## src/rtl/counter_datapath.sv

```systemverilog
// counter_datapath: index/accumulator/output registers with a shared adder for the sum-of-integers CPU.
//
// Ports:
//   clk            system clock, rising edge
//   reset          synchronous active-high reset
//   sumSrcMuxSel   sum load source: 0 = zero, 1 = adder result
//   iSrcMuxSel     i load source: 0 = zero, 1 = adder result
//   sumLoad        load enable for sum
//   iLoad          load enable for i
//   outLoad        load enable for out (out <= sum)
//   adderSrcMuxSel adder operands: 0 = sum + i, 1 = i + 1
//   iLe10          combinational status i <= LIMIT
//   out            registered result
//   outValid       one-cycle pulse the cycle after an outLoad
//   ovf            sticky carry-out flag
module counter_datapath #(
    parameter int WIDTH = 8,
    parameter int LIMIT = 10
) (
    input  logic             clk,
    input  logic             reset,
    input  logic             sumSrcMuxSel,
    input  logic             iSrcMuxSel,
    input  logic             sumLoad,
    input  logic             iLoad,
    input  logic             outLoad,
    input  logic             adderSrcMuxSel,
    output logic             iLe10,
    output logic [WIDTH-1:0] out,
    output logic             outValid,
    output logic             ovf
);
    localparam logic [31:0] LIM = LIMIT;
    logic [WIDTH-1:0] i;
    logic [WIDTH-1:0] sum;
    logic [WIDTH:0]   adderFull;
    logic [WIDTH-1:0] adderResult;
    logic             carry;
    logic             setOvf;
    logic             clrOvf;
    always_comb begin
        adderFull   = {1'b0, i} + (adderSrcMuxSel ? (WIDTH+1)'(1) : {1'b0, sum});
        adderResult = adderFull[WIDTH-1:0];
        carry       = adderFull[WIDTH];
        // Only loads that actually take the adder result can raise the flag.
        setOvf      = carry && ((sumLoad && sumSrcMuxSel) || (iLoad && iSrcMuxSel));
        // Loop initialise (sum cleared) clears the flag and wins over a set.
        clrOvf      = sumLoad && !sumSrcMuxSel;
        iLe10       = (32'(i) <= LIM);
    end
    always_ff @(posedge clk) begin
        if (reset) begin
            i        <= '0;
            sum      <= '0;
            out      <= '0;
            outValid <= 1'b0;
            ovf      <= 1'b0;
        end else begin
            if (sumLoad) sum <= sumSrcMuxSel ? adderResult : '0;
            if (iLoad) i <= iSrcMuxSel ? adderResult : '0;
            if (outLoad) out <= sum;
            outValid <= outLoad;
            ovf      <= clrOvf ? 1'b0 : (setOvf ? 1'b1 : ovf);
        end
    end
endmodule

```

## config.mk

```make
export PLATFORM = sky130hd
export DESIGN_NAME = counter_datapath
export DESIGN_NICKNAME = d
export VERILOG_FILES = /design/src/rtl/counter_datapath.sv
export SDC_FILE = /design/constraint.sdc
export NUM_CORES = 1
export LEC_CHECK = 0
export ABC_AREA = 1
export ABC_CLOCK_PERIOD_IN_PS = 5310
export CAP_MARGIN = 20
export CORE_MARGIN = 5
export CORE_UTILIZATION = 30
export CTS_CLUSTER_SIZE = 24
export DETAILED_ROUTE_END_ITERATION = 10
export GPL_TIMING_DRIVEN = 0
export HOLD_SLACK_MARGIN = 0.06
export PLACE_DENSITY = 0.59
export REMOVE_ABC_BUFFERS = 1
export SYNTH_ARGS = -nofsm -noshare
export SYNTH_HDL_FRONTEND = slang
export SYNTH_SLANG_ARGS = --single-unit
```

## constraint.sdc

```tcl
create_clock -name clk -period 5.31 [get_ports clk]
set_clock_uncertainty 0.15 [all_clocks]
set_input_delay 1.593 -clock clk [delete_from_list [all_inputs] [get_ports clk]]
set_output_delay 1.593 -clock clk [all_outputs]
set_load 0.03 [all_outputs]
```

-- After elaboration in Yosys (flattened, before gate mapping)
Cells that the tools add are included.
- flip-flop bits (word level): 26
- output and inout port bits: 11
- logic and storage cells: 17
- bits of input ports: 8
- reduce and logical (&&, ||, !) cells: 7
- add/subtract/negate cells: 1
- $lt $le $gt $ge: 1
- multiplexer cells: 3
- operator list (operator ; number):
    $mux W8 ; 3
    $add A8 B8 Y9 ; 1
    $le A8 B4 Y1 const B ; 1
    $logic_and A1 B1 Y1 ; 4
    $reduce_or A2 Y1 ; 1
    $logic_not A1 Y1 ; 1
    $logic_or A1 B1 Y1 ; 1

-- Depth between registers and ports, before layout
- depth after elaboration: 3
- depth in mapped cells: 12
- mapped depth without buffers: 11

-- Worst setup path before layout
OpenSTA, ideal clock, no wires.
- kind: input -> register
- start point: in adderSrcMuxSel
- end point: reg sum[4]
- data arrival time: 3.110 ns
- stages: 10
- required time: 5.090 ns
- setup slack: 1.980 ns
- path buffers: 1
- setup time: 0.070 ns
- cell sequence: clkbuf_1 or2_2 ha_1 fa_1 nand2_1 nand2_1 nand2_1 xnor2_1 nand2_1 a21oi_1
- word-level cells in the longest chain between the ends: 3
- RTL lines (item ; line ; RTL):
    start, declared ; 27 ; input logic adderSrcMuxSel,
    $mux W8 ; 42 ; adderFull = {1'b0, i} + (adderSrcMuxSel ? (WIDTH+1)'(1) : {1'b0, sum});
    $add A8 B8 Y9 ; 42 ;
    $mux W8 ; 59 ; if (sumLoad) sum <= sumSrcMuxSel ? adderResult : '0;
    end signal, assigned ; 59 ;
    end, declared ; 35 ; logic [WIDTH-1:0] sum;
Every way passes these cells.
A chain may end at the register's enable or synchronous reset.

-- Worst setup path in the final report
- start point: reg i[7]
- end point: out iLe10
- word-level cells in the longest chain between the ends: 1
- RTL lines (item ; line ; RTL):
    start, declared ; 34 ; logic [WIDTH-1:0] i;
    start signal, assigned ; 60 ; if (iLoad) i <= iSrcMuxSel ? adderResult : '0;
    $le A8 B4 Y1 ; 49 ; iLe10 = (32'(i) <= LIM);
    end, declared ; 28 ; output logic iLe10,
Every way passes these cells.

==> results.md <==
* Number of inserted filler cells in the final layout at 469
* Maximum operating frequency at 274 MHz
* Crit path max-delay cell type: sky130_fd_sc_hd__clkdlybuf4s50_1
* Sequential element share of the synthesized area at 0.400
* Number of cell rows at 24
* Fraction of final layout cells sized beyond drive strength 1 at 0.0448
* Top cell type by total area after synthesis: sky130_fd_sc_hd__dfxtp_1
* Die boundary width at 75.9 um
* Worst setup slack after layout at 1.66 ns
* Layout net count at 219
* Clock latency at the later pin of the worst-skew pair at 0.26 ns
* Postcts setup bufs at 0
* Library cells used by synthesis at 23
* TritonCTS clock tree: done
* Cell area reported after detailed placement at 1530 sq um
* DRC errors left at 0
* Top-area cell type share of the netlist area at 0.400
* Peak ir drop on the vdd network at 0.137 mV
* Reg-to-reg critical path startpoint: sum[0]
* Cell area after layout at 1590 sq um
* Crit Path Class: reg2out
* Max-cap violations at 0
* Slew Limit Headroom at 0.539
* Global route total overflow at 0
* Pre-CTS WS at 1.39 ns
* CTS buffer count at 3
* Area taken by multi-input logic gates at 674 sq um
* Port bufs at 18
* Die height at 75.9 um
* Effective utilization at floorplan at 0.303
* Main combinational cell family by area after synthesis: simple AND/OR/NAND/NOR gates
* Endpoint type of the worst setup path: output port
* Transition time of the tightest slew-check pin at 0.690 ns
* Buffer type at the clock tree root: sky130_fd_sc_hd__clkbuf_8
* Status: completed
* Worst-path cell chain: nor4_1, o21a_1, clkdlybuf4s50_1
* Final cell count without fillers at 253
* CP startpoint: i[7]
* Overall routing resource usage at 0.106
* Level count of the clock H-tree at 1
* Power density of the placed cells at 228 nW/um^2
* Number of antenna violations at the first check in global routing at 0
* Area growth, synth to finish at 21.7%
* Final Hold Fails at 0
* Final-layout worst hold slack at 0.300 ns
* Maximum number of pins on one net before global-route repair at 19
* Post-synthesis compound-gate area fraction at 0.155
* Flop-to-flop setup slack at 3.29 ns
* Number of endpoints failing setup at the final stage at 0
* Post-route minimum period at 3.65 ns
* Post-Synthesis Cell Area at 1300 sq um
* Wire length of the first global-routing pass at 4750 um
* Vias at 1,146
* Count of TritonRoute iterations in the first routing pass at 4
* RSZ-0062 raised after global routing: no
* Required @ worst endpoint at 3.57 ns
* Leakage at 0.691 nW
* Number of instances in the synthesized netlist at 183
* CP max stage delay at 0.67 ns
* Hold-fix buffer count after cts at 0
* Total wire length at 2770 um
* Largest fanout on the critical path at 3
* CTS sink count at 26
* Post-Synth XOR/XNOR Area at 0.0202
* Final clock period utilization by the worst path at 0.687
* Core area at 4290 sq um
* Type of the most critical hold path: reg2reg
* Post-synthesis adder-cell area fraction at 0.0922
* Signal arrival time at the worst endpoint at 1.90 ns
* Num ports at 19
* Summed negative setup slack over all endpoints at 0 ns
* Flip-flop and latch count after synthesis at 26
* Die footprint at 5760 sq um
* Half-perimeter wire length of the detailed placement result at 2130 um
* Kind of start point of the critical path: register
* Reg2Reg Capture Point: sum[6]
* Leading cell types by total area after synthesis: sky130_fd_sc_hd__dfxtp_1, sky130_fd_sc_hd__nand2_1, sky130_fd_sc_hd__a21oi_1, sky130_fd_sc_hd__ha_1, sky130_fd_sc_hd__inv_1
* CTS clk-pin slew, worst paths at 0.08 ns
* Number of warnings reported in the yosys synthesis log at 0
* Number of global-route vias before repair at 1,095
* Simple-gate share of the synthesized area at 0.251
* Multiplexer area fraction after synthesis at 0
* Detailed router's first-iteration violation count at 73
* Average vias per placed instance at 4.53
* Max clock buf depth at 2
* Wirelength per Cell at 11.0 um
* Post-detailed-route count of antenna-violating nets at 0
* Number of gates resized after CTS at 0
* Critical Path End: iLe10
* RePlAce Congestion at 0.833
* Post-synthesis average cell area at 7.12 sq um
* Count of cells along the worst register-to-register path at 9
* Final max-slew violation count at 0
* Antenna diode count at 0
* Inst Count DP at 249
* Area taken by flip-flops and latches at 520 sq um
[per-stage QoR]
step,total power [mW],utilization
6_report,0.362,0.369
4_1_cts,0.371,0.369
3_3_place_gp,0.243,0.356
3_5_place_dp,0.243,0.356
5_1_grt,0.381,0.369
2_1_floorplan,0.223,-
[worst min-delay path by stage]
stage / start / to / slack (ns) / cells after the start
CTS: ovf / ovf / 0.30 / 2
detailed placement: ovf / ovf / 0.29 / 2
global route: ovf / ovf / 0.33 / 2
global placement: ovf / ovf / 0.29 / 2
finish: ovf / ovf / 0.30 / 2
floorplan: sum[1] / sum[1] / 0.29 / 2
[area by class of cell]
cell class	instances	share of cell area
multi-input combinational	129	0.425
sequential	26	0.328
timing repair buffer	18	0.114
inverter	24	0.0568
tap	52	0.0410
clock buffer	4	0.0347
[Yosys cell counts]
library cell / number
sky130_fd_sc_hd__a21oi_1: 28
sky130_fd_sc_hd__a21oi_2: 1
sky130_fd_sc_hd__buf_1: 1
sky130_fd_sc_hd__buf_2: 2
sky130_fd_sc_hd__clkbuf_1: 1
sky130_fd_sc_hd__clkinv_1: 1
sky130_fd_sc_hd__dfxtp_1: 26
sky130_fd_sc_hd__fa_1: 1
sky130_fd_sc_hd__ha_1: 8
sky130_fd_sc_hd__inv_1: 23
sky130_fd_sc_hd__nand2_1: 50
sky130_fd_sc_hd__nand2_2: 2
sky130_fd_sc_hd__nand3_1: 9
sky130_fd_sc_hd__nand3_2: 1
sky130_fd_sc_hd__nand3b_1: 1
sky130_fd_sc_hd__nor2_1: 12
sky130_fd_sc_hd__nor4_1: 1
sky130_fd_sc_hd__o21a_1: 1
sky130_fd_sc_hd__o21ai_0: 9
sky130_fd_sc_hd__or2_1: 1
sky130_fd_sc_hd__or2_2: 1
sky130_fd_sc_hd__xnor2_1: 1
sky130_fd_sc_hd__xor2_1: 2
[metal layers]
| metal | vias to the layer above | track usage | share of wire |
|---|---|---|---|
| met5 | - | 0 | 0 |
| met4 | 0 | 0.00583 | 0 |
| met3 | 0 | 0.0317 | 0.044 |
| met2 | 17 | 0.179 | 0.44 |
| met1 | 508 | 0.140 | 0.51 |
| li1 | 621 | - | - |
[power by group]
part	internal [mW]	total, mW	switching (mW)
Clock	0.0661	0.124	0.0574
Sequential	0.199	0.202	0.00231
Combinational	0.0144	0.0369	0.0225
[sequential cells by signal, indices dropped and copies added, names as in the netlist]
register / count
out: 8
outValid: 1
sum: 8
i: 8
ovf: 1
[cells by family after synthesis]
| kind of cell | Yosys count |
|---|---|
| AOI/OAI and AO/OA | 39 |
| and+or+nand+nor | 78 |
| xor gates and xnor gates | 3 |
| adders and majority gates | 9 |
| DFF | 26 |
| buffers and inverters | 28 |
[cells in the final DEF (no fill, tap or decap), drive strengths merged]
cell,synthesis,final
xnor2,1,1
clkdlybuf4s50,0,18
a21oi,29,29
inv,23,23
nor4,1,1
xor2,2,2
fa,1,1
o21a,1,1
or2,2,2
dfxtp,26,26
o21ai,9,9
nand2,52,52
clkinv,1,1
nand3,10,10
nor2,12,12
ha,8,8
clkbuf,1,4
nand3b,1,1
[critical path, delay by kind of cell, from the launching register on]
kind	cells	cell delay [ns]
simple gates	1	0.43
compound gates	1	0.19
flops	1	0.35
buf+inv	1	0.67
Power figures use the tool's default switching activity.
